<file path="config.mk">
export PLATFORM = sky130hd
export DESIGN_NAME = dtw_result_packer_flat
export DESIGN_NICKNAME = d
export VERILOG_FILES = /design/src/rtl/dtw_result_packer_if.sv /design/src/rtl/dtw_result_packer.sv /design/src/flat_wrapper.sv
export SDC_FILE = /design/constraint.sdc
export NUM_CORES = 1
export LEC_CHECK = 0
export ABC_CLOCK_PERIOD_IN_PS = 3470
export CAP_MARGIN = 10
export CORE_UTILIZATION = 49
export DETAILED_ROUTE_END_ITERATION = 8
export PLACE_DENSITY = 0.87
export SYNTH_ARGS = -nofsm -noshare
export SYNTH_HDL_FRONTEND = slang
export SYNTH_SLANG_ARGS = --single-unit
</file>
<file path="constraint.sdc">
create_clock -name clk -period 3.47 [get_ports clk]
set_input_delay 0.694 -clock clk [delete_from_list [all_inputs] [get_ports clk]]
set_output_delay 0.694 -clock clk [all_outputs]
set_load 0.005 [all_outputs]
</file>
<file path="src/rtl/dtw_result_packer_if.sv">
// Sink-FIFO read port plus AXI-Stream output of the DTW result packer.
// master = packer side, slave = FIFO/DMA side.
interface dtw_result_packer_if;
    logic        fifo_rden;
    logic        fifo_empty;
    logic [31:0] fifo_data;
    logic [31:0] m_axis_tdata;
    logic        m_axis_tvalid;
    logic        m_axis_tready;
    logic        m_axis_tlast;

    modport master (
        output fifo_rden,
        input  fifo_empty,
        input  fifo_data,
        output m_axis_tdata,
        output m_axis_tvalid,
        input  m_axis_tready,
        output m_axis_tlast
    );

    modport slave (
        input  fifo_rden,
        output fifo_empty,
        output fifo_data,
        input  m_axis_tdata,
        input  m_axis_tvalid,
        output m_axis_tready,
        input  m_axis_tlast
    );
endinterface

</file>
<file path="src/rtl/dtw_result_packer.sv">
// Drains 3-word DTW result records from the sink FIFO, tags hit/miss
// against a threshold and emits each record as a 3-beat AXIS packet.
module dtw_result_packer #(
    parameter int AXIS_WIDTH = 32,
    parameter int WIDTH      = 16
) (
    input  logic                clk,
    input  logic                rst,
    input  logic                enable,
    input  logic [WIDTH-1:0]    threshold,
    input  logic                clear_counts,
    output logic [31:0]         hit_count,
    output logic [31:0]         rec_count,
    output logic                busy,
    dtw_result_packer_if.master bus
);

    typedef enum logic [1:0] {
        S_IDLE,
        S_RD_REQ,
        S_RD_CAP,
        S_SEND
    } state_t;

    state_t                state;
    logic [1:0]            idx;
    logic [1:0]            beat;
    logic [AXIS_WIDTH-1:0] rec_buf [3];

    logic                  more;
    logic                  fire;
    logic                  done;
    logic [WIDTH-1:0]      minval;
    logic                  is_hit;
    logic [AXIS_WIDTH-1:0] word2;

    assign more   = enable && !bus.fifo_empty;
    assign fire   = bus.m_axis_tvalid && bus.m_axis_tready;
    assign done   = (state == S_SEND) && fire && (beat == 2'd2);
    assign minval = bus.fifo_data[WIDTH-1:0];
    assign is_hit = (minval < threshold);

    // Hit flag rides in the MSB of the last beat; the rest is zero-padded.
    assign word2 = {is_hit, {(AXIS_WIDTH-1-WIDTH){1'b0}}, minval};

    // Non-FWFT FIFO: read in REQ, data is on the bus during CAP.
    assign bus.fifo_rden = (state == S_RD_REQ) && !bus.fifo_empty;
    assign busy          = (state != S_IDLE);

    always_ff @(posedge clk) begin
        if (rst) begin
            state             <= S_IDLE;
            idx               <= '0;
            beat              <= '0;
            rec_buf[0]        <= '0;
            rec_buf[1]        <= '0;
            rec_buf[2]        <= '0;
            bus.m_axis_tdata  <= '0;
            bus.m_axis_tvalid <= 1'b0;
            bus.m_axis_tlast  <= 1'b0;
        end else begin
            unique case (state)
                S_IDLE: begin
                    if (more) begin
                        idx   <= '0;
                        state <= S_RD_REQ;
                    end
                end
                S_RD_REQ: begin
                    if (!bus.fifo_empty) begin
                        state <= S_RD_CAP;
                    end
                end
                S_RD_CAP: begin
                    if (idx == 2'd2) begin
                        rec_buf[2]        <= word2;
                        idx               <= '0;
                        beat              <= '0;
                        bus.m_axis_tdata  <= rec_buf[0];
                        bus.m_axis_tvalid <= 1'b1;
                        bus.m_axis_tlast  <= 1'b0;
                        state             <= S_SEND;
                    end else begin
                        rec_buf[idx] <= bus.fifo_data;
                        idx          <= idx + 2'd1;
                        state        <= S_RD_REQ;
                    end
                end
                S_SEND: begin
                    if (fire) begin
                        if (beat == 2'd2) begin
                            beat              <= '0;
                            bus.m_axis_tdata  <= '0;
                            bus.m_axis_tvalid <= 1'b0;
                            bus.m_axis_tlast  <= 1'b0;
                            // Chain straight into the next record.
                            if (more) begin
                                idx   <= '0;
                                state <= S_RD_REQ;
                            end else begin
                                state <= S_IDLE;
                            end
                        end else begin
                            beat             <= beat + 2'd1;
                            bus.m_axis_tdata <= rec_buf[beat + 2'd1];
                            bus.m_axis_tlast <= (beat == 2'd1);
                        end
                    end
                end
                default: begin
                    state <= S_IDLE;
                end
            endcase
        end
    end

    // Clear has priority over a completing record.
    always_ff @(posedge clk) begin
        if (rst || clear_counts) begin
            hit_count <= '0;
            rec_count <= '0;
        end else if (done) begin
            rec_count <= rec_count + 32'd1;
            hit_count <= hit_count + {31'b0, rec_buf[2][AXIS_WIDTH-1]};
        end
    end

endmodule

</file>
<file path="src/flat_wrapper.sv">
// flat-port wrapper written by rule: the top's interface ports become plain ports
module dtw_result_packer_flat 
#(
    parameter int AXIS_WIDTH = 32,
    parameter int WIDTH      = 16
)
  (clk, rst, enable, threshold, clear_counts, hit_count, rec_count, busy, bus_fifo_rden, bus_fifo_empty, bus_fifo_data, bus_m_axis_tdata, bus_m_axis_tvalid, bus_m_axis_tready, bus_m_axis_tlast);
  dtw_result_packer_if bus_i ();
  input  logic clk;
  input  logic rst;
  input  logic enable;
  input  logic [WIDTH-1:0] threshold;
  input  logic clear_counts;
  output logic [31:0] hit_count;
  output logic [31:0] rec_count;
  output logic busy;
  output wire logic [$bits(bus_i.fifo_rden)-1:0] bus_fifo_rden;
  input wire logic [$bits(bus_i.fifo_empty)-1:0] bus_fifo_empty;
  input wire logic [$bits(bus_i.fifo_data)-1:0] bus_fifo_data;
  output wire logic [$bits(bus_i.m_axis_tdata)-1:0] bus_m_axis_tdata;
  output wire logic [$bits(bus_i.m_axis_tvalid)-1:0] bus_m_axis_tvalid;
  input wire logic [$bits(bus_i.m_axis_tready)-1:0] bus_m_axis_tready;
  output wire logic [$bits(bus_i.m_axis_tlast)-1:0] bus_m_axis_tlast;
  assign bus_fifo_rden = bus_i.fifo_rden;
  assign bus_i.fifo_empty = bus_fifo_empty;
  assign bus_i.fifo_data = bus_fifo_data;
  assign bus_m_axis_tdata = bus_i.m_axis_tdata;
  assign bus_m_axis_tvalid = bus_i.m_axis_tvalid;
  assign bus_i.m_axis_tready = bus_m_axis_tready;
  assign bus_m_axis_tlast = bus_i.m_axis_tlast;
  dtw_result_packer #(.AXIS_WIDTH(AXIS_WIDTH), .WIDTH(WIDTH)) u_core (.clk(clk), .rst(rst), .enable(enable), .threshold(threshold), .clear_counts(clear_counts), .hit_count(hit_count), .rec_count(rec_count), .busy(busy), .bus(bus_i));
endmodule
</file>
==> results_dict.tcl <==
set metrics [dict create \
    gr-usage-all-layers 0.225 \
    rsz0062_at_grt "false" \
    required_ns 2.78 \
    p_clk_frac 0.434 \
    p_switching_w 0.00118 \
    p_int_w 0.00453 \
    clk_latency_ns 0.51 \
    netlist_area_um2 10300 \
    drt_iter0_drc 484 \
    yosysTopAreaCell "edfxtp_1" \
    die-area_um2 21500 \
    cts_max_level 1 \
    min_period_ns 2.78 \
    synthDistinctLibCells 48 \
    grt_pass1_wl_um 38700 \
    switching_share 0.207 \
    fin_crit_sh 0.801 \
    cp_common_cell "clkdlybuf4s50_1" \
    ctsHoldBuffers 0 \
    hp-class "reg -> reg" \
    grt_start_max_net_pins 45 \
    drv_cap 0 \
    vias 7603 \
    num_antenna_cells 0 \
    timing.setup.tns_ns 0 \
    synthXorXnorAreaFrac 0.0461 \
    synth_adder_area_share 0.0256 \
    cpPeakStageDelay_ns 0.56 \
    viasPerCell 5.65 \
    ant_nets 0 \
    core-area_um2 20400 \
    syn_inst 895 \
    nNetsFinal 1132 \
    cts-root-buf "clkbuf_16" \
    synth-async-reset-ratio 0 \
    dpl_cell_area_um2 12200 \
    yosysSeqAreaShare 0.575 \
    cts_setup_buffers 0 \
    final-max-slew-violation-count 0 \
    firstDrtPassIters 5 \
    critical_path_class "in -> out" \
    clk_path_buf_depth 3 \
    final_core_utilization 0.639 \
    dpl.hpwl_um 16400 \
    hold-worst-slack_ns 0.487 \
    synth_top_area_frac 0.374 \
    synth_top_family_by_area "simple AND/OR/NAND/NOR gates" \
    cts_tree "built" \
    ioPinCount 154 \
    end_kind "primary output" \
    numClockSinks 231 \
    io_buffers 153 \
    antenna_found_initial 0 \
    worstMarginPinSlew_ns 0.932 \
    drc 0 \
    relSlewSlack 0.376 \
    power_density_nw_per_um2 439 \
    setup_viol 0 \
    die_h_um 147 \
    finalPower_w 0.00571 \
    yosys_warnings 0 \
    finClkSkew_ns 0.0107 \
    arrival_ns 2.08 \
    wl_um 24000 \
    muxShareOfSynthArea 0.0712 \
    p_leak_nw 4.46 \
    synth_seq_cells 231 \
    synth-compound-area-share 0.0714 \
    drive_gt1_frac 0.100 \
    yosys-top-cells-area "edfxtp_1 (37%), dfxtp_1 (20%), mux4_2 (7.0%), nor2_1 (4.7%), and2_1 (3.3%)" \
    ys.flop_type "edfxtp_1" \
    area_delta_synth_final_pct 26.8 \
    critPathSlowestCell "clkdlybuf4s50_1" \
    rows 52 \
    cp_cell_sequence "clkdlybuf4s50_1 > nor3b_1 > clkdlybuf4s50_1" \
    grt_pass1_vias 7368 \
    crit_family "buffers and inverters" \
    startpoint_type "input port" \
    status "complete, no violations" \
    combPwrFrac 0.046 \
    nFillCells 1551 \
    wire_per_inst_um 17.8 \
    cts.reportedPaths.clkPinSlew_ns 0.06 \
    path_max_fanout 4 \
    critPathBufInv 2 \
    postSynthAreaPerCell_um2 11.5 \
    grt_overflow 0 \
    irDropWorstVdd_v 0.000340 \
    p_seq_frac 0.520 \
    start_util 0.504 \
    timing.fmax_mhz 360 \
    ctsResizeCount 0 \
    gp_congestion 0.832 \
    final_cell_area_um2 13000 \
    synth_edf_count 128 \
    synth-simple-area-share 0.176 \
    die_x_um 147 \
    numCtsBuffers 24 \
    hold_viol 0 \
]
==> worst paths after layout <==
check	from	to	slack (ns)	cells after the start
worst min-delay path	u_core.hit_count[31]	u_core.hit_count[31]	0.49	2
worst min register to register	u_core.hit_count[31]	u_core.hit_count[31]	0.49	2
worst max-delay path	bus_fifo_empty	bus_fifo_rden	0.69	3
worst max register to register	u_core.bus.m_axis_tlast	u_core.hit_count[31]	0.93	6
==> metrics by stage <==
| step | setup slack, ns | std cells |
|---|---|---|
| 2_1_floorplan | 0.391 | 909 |
| 3_3_place_gp | 0.433 | 1301 |
| 3_5_place_dp | 0.288 | 1301 |
| 4_1_cts | 0.667 | 1345 |
| 5_1_grt | 0.628 | 1345 |
| 6_report | 0.692 | 1345 |
==> Yosys cell counts (25+ instances only) <==
master and n:
nor2_1 128, clkbuf_1 49, inv_1 37, xnor2_1 29, a22oi_1 32, nand3_1 27
edfxtp_1 128, a211oi_1 33, xor2_1 25, and2_1 54, mux4_2 32, nand2_1 45
dfxtp_1 103
==> flip-flops by register name (all words and copies together), names as in the netlist <==
register	flops
u_core.idx	2
u_core.beat	1
u_core.rec_count	32
u_core.bus.m_axis_tdata	32
u_core.bus.m_axis_tvalid	1
u_core.rec_buf	128
u_core.bus.m_axis_tlast	1
u_core.hit_count	32
u_core.state	2
==> worst register-to-register path, stage by stage, from the launching register on <==
cell and delay [ns]:
dfxtp_1 0.38, ha_1 0.25, nand3_1 0.22, or4_1 0.69
or3_1 0.38, or4_1 0.42, a21oi_1 0.14
==> logic make-up (layout without fill, tap and decap cells) <==
kind of cell             Yosys count  count (layout)
XOR/XNOR                          54              54
buffers and inverters             92             258
multiplexers                      33              33
adder cells (fa/ha/maj)           21              21
other                              1              15
AO/OA/AOI/OAI                    104             104
flip-flops                       231             231
AND/OR/NAND/NOR                  359             359
==> cells in the final DEF (no fill, tap or decap), drive strengths merged, types with 3 or more instances in the layout <==
cell	count
clkbuf	34
o21ai	10
nand4	23
nand2	46
a22oi	32
nor2b	3
nor4	16
dfxtp	103
buf	24
nor2	128
clkinv	6
or3	7
and3	13
mux4	32
edfxtp	128
and4	9
clkinvlp	3
conb	15
xor2	25
ha	21
or2	3
nand3	27
nand2b	6
inv	37
clkdlybuf4s50	153
and2	54
nor3	14
a21oi	14
o31ai	3
a211oi	33
xnor2	29
==> power by group through the flow <==
stage / registers, W / clock network (W) / logic [W]
final: 0.00297 / 0.00248 / 0.000265
after global routing: 0.00297 / 0.00261 / 0.000288
after CTS: 0.00297 / 0.00252 / 0.000266
after detailed placement: 0.00303 / 0 / 0.000264
after global placement: 0.00302 / 0 / 0.000256
after floorplan: 0.00301 / 0 / 0.000124
==> metal layers <==
layer / GRT usage / share of wire
met1: 0.288 / 0.40
met2: 0.400 / 0.51
met3: 0.0317 / 0.074
met4: 0.0599 / 0.015
met5: 0 / 0
==> area by class of cell <==
class                   instances  area [µm²]  area share
clock buffers                  34         694      0.0534
clock inverters                10        73.8     0.00567
inverters                      37         139      0.0107
multi-input cells             586        4110       0.316
flip-flops and latches        231        5910       0.454
well taps                     270         338      0.0260
repair buffers                177        1750       0.134
No activity file was read; power rests on OpenSTA's default activity.
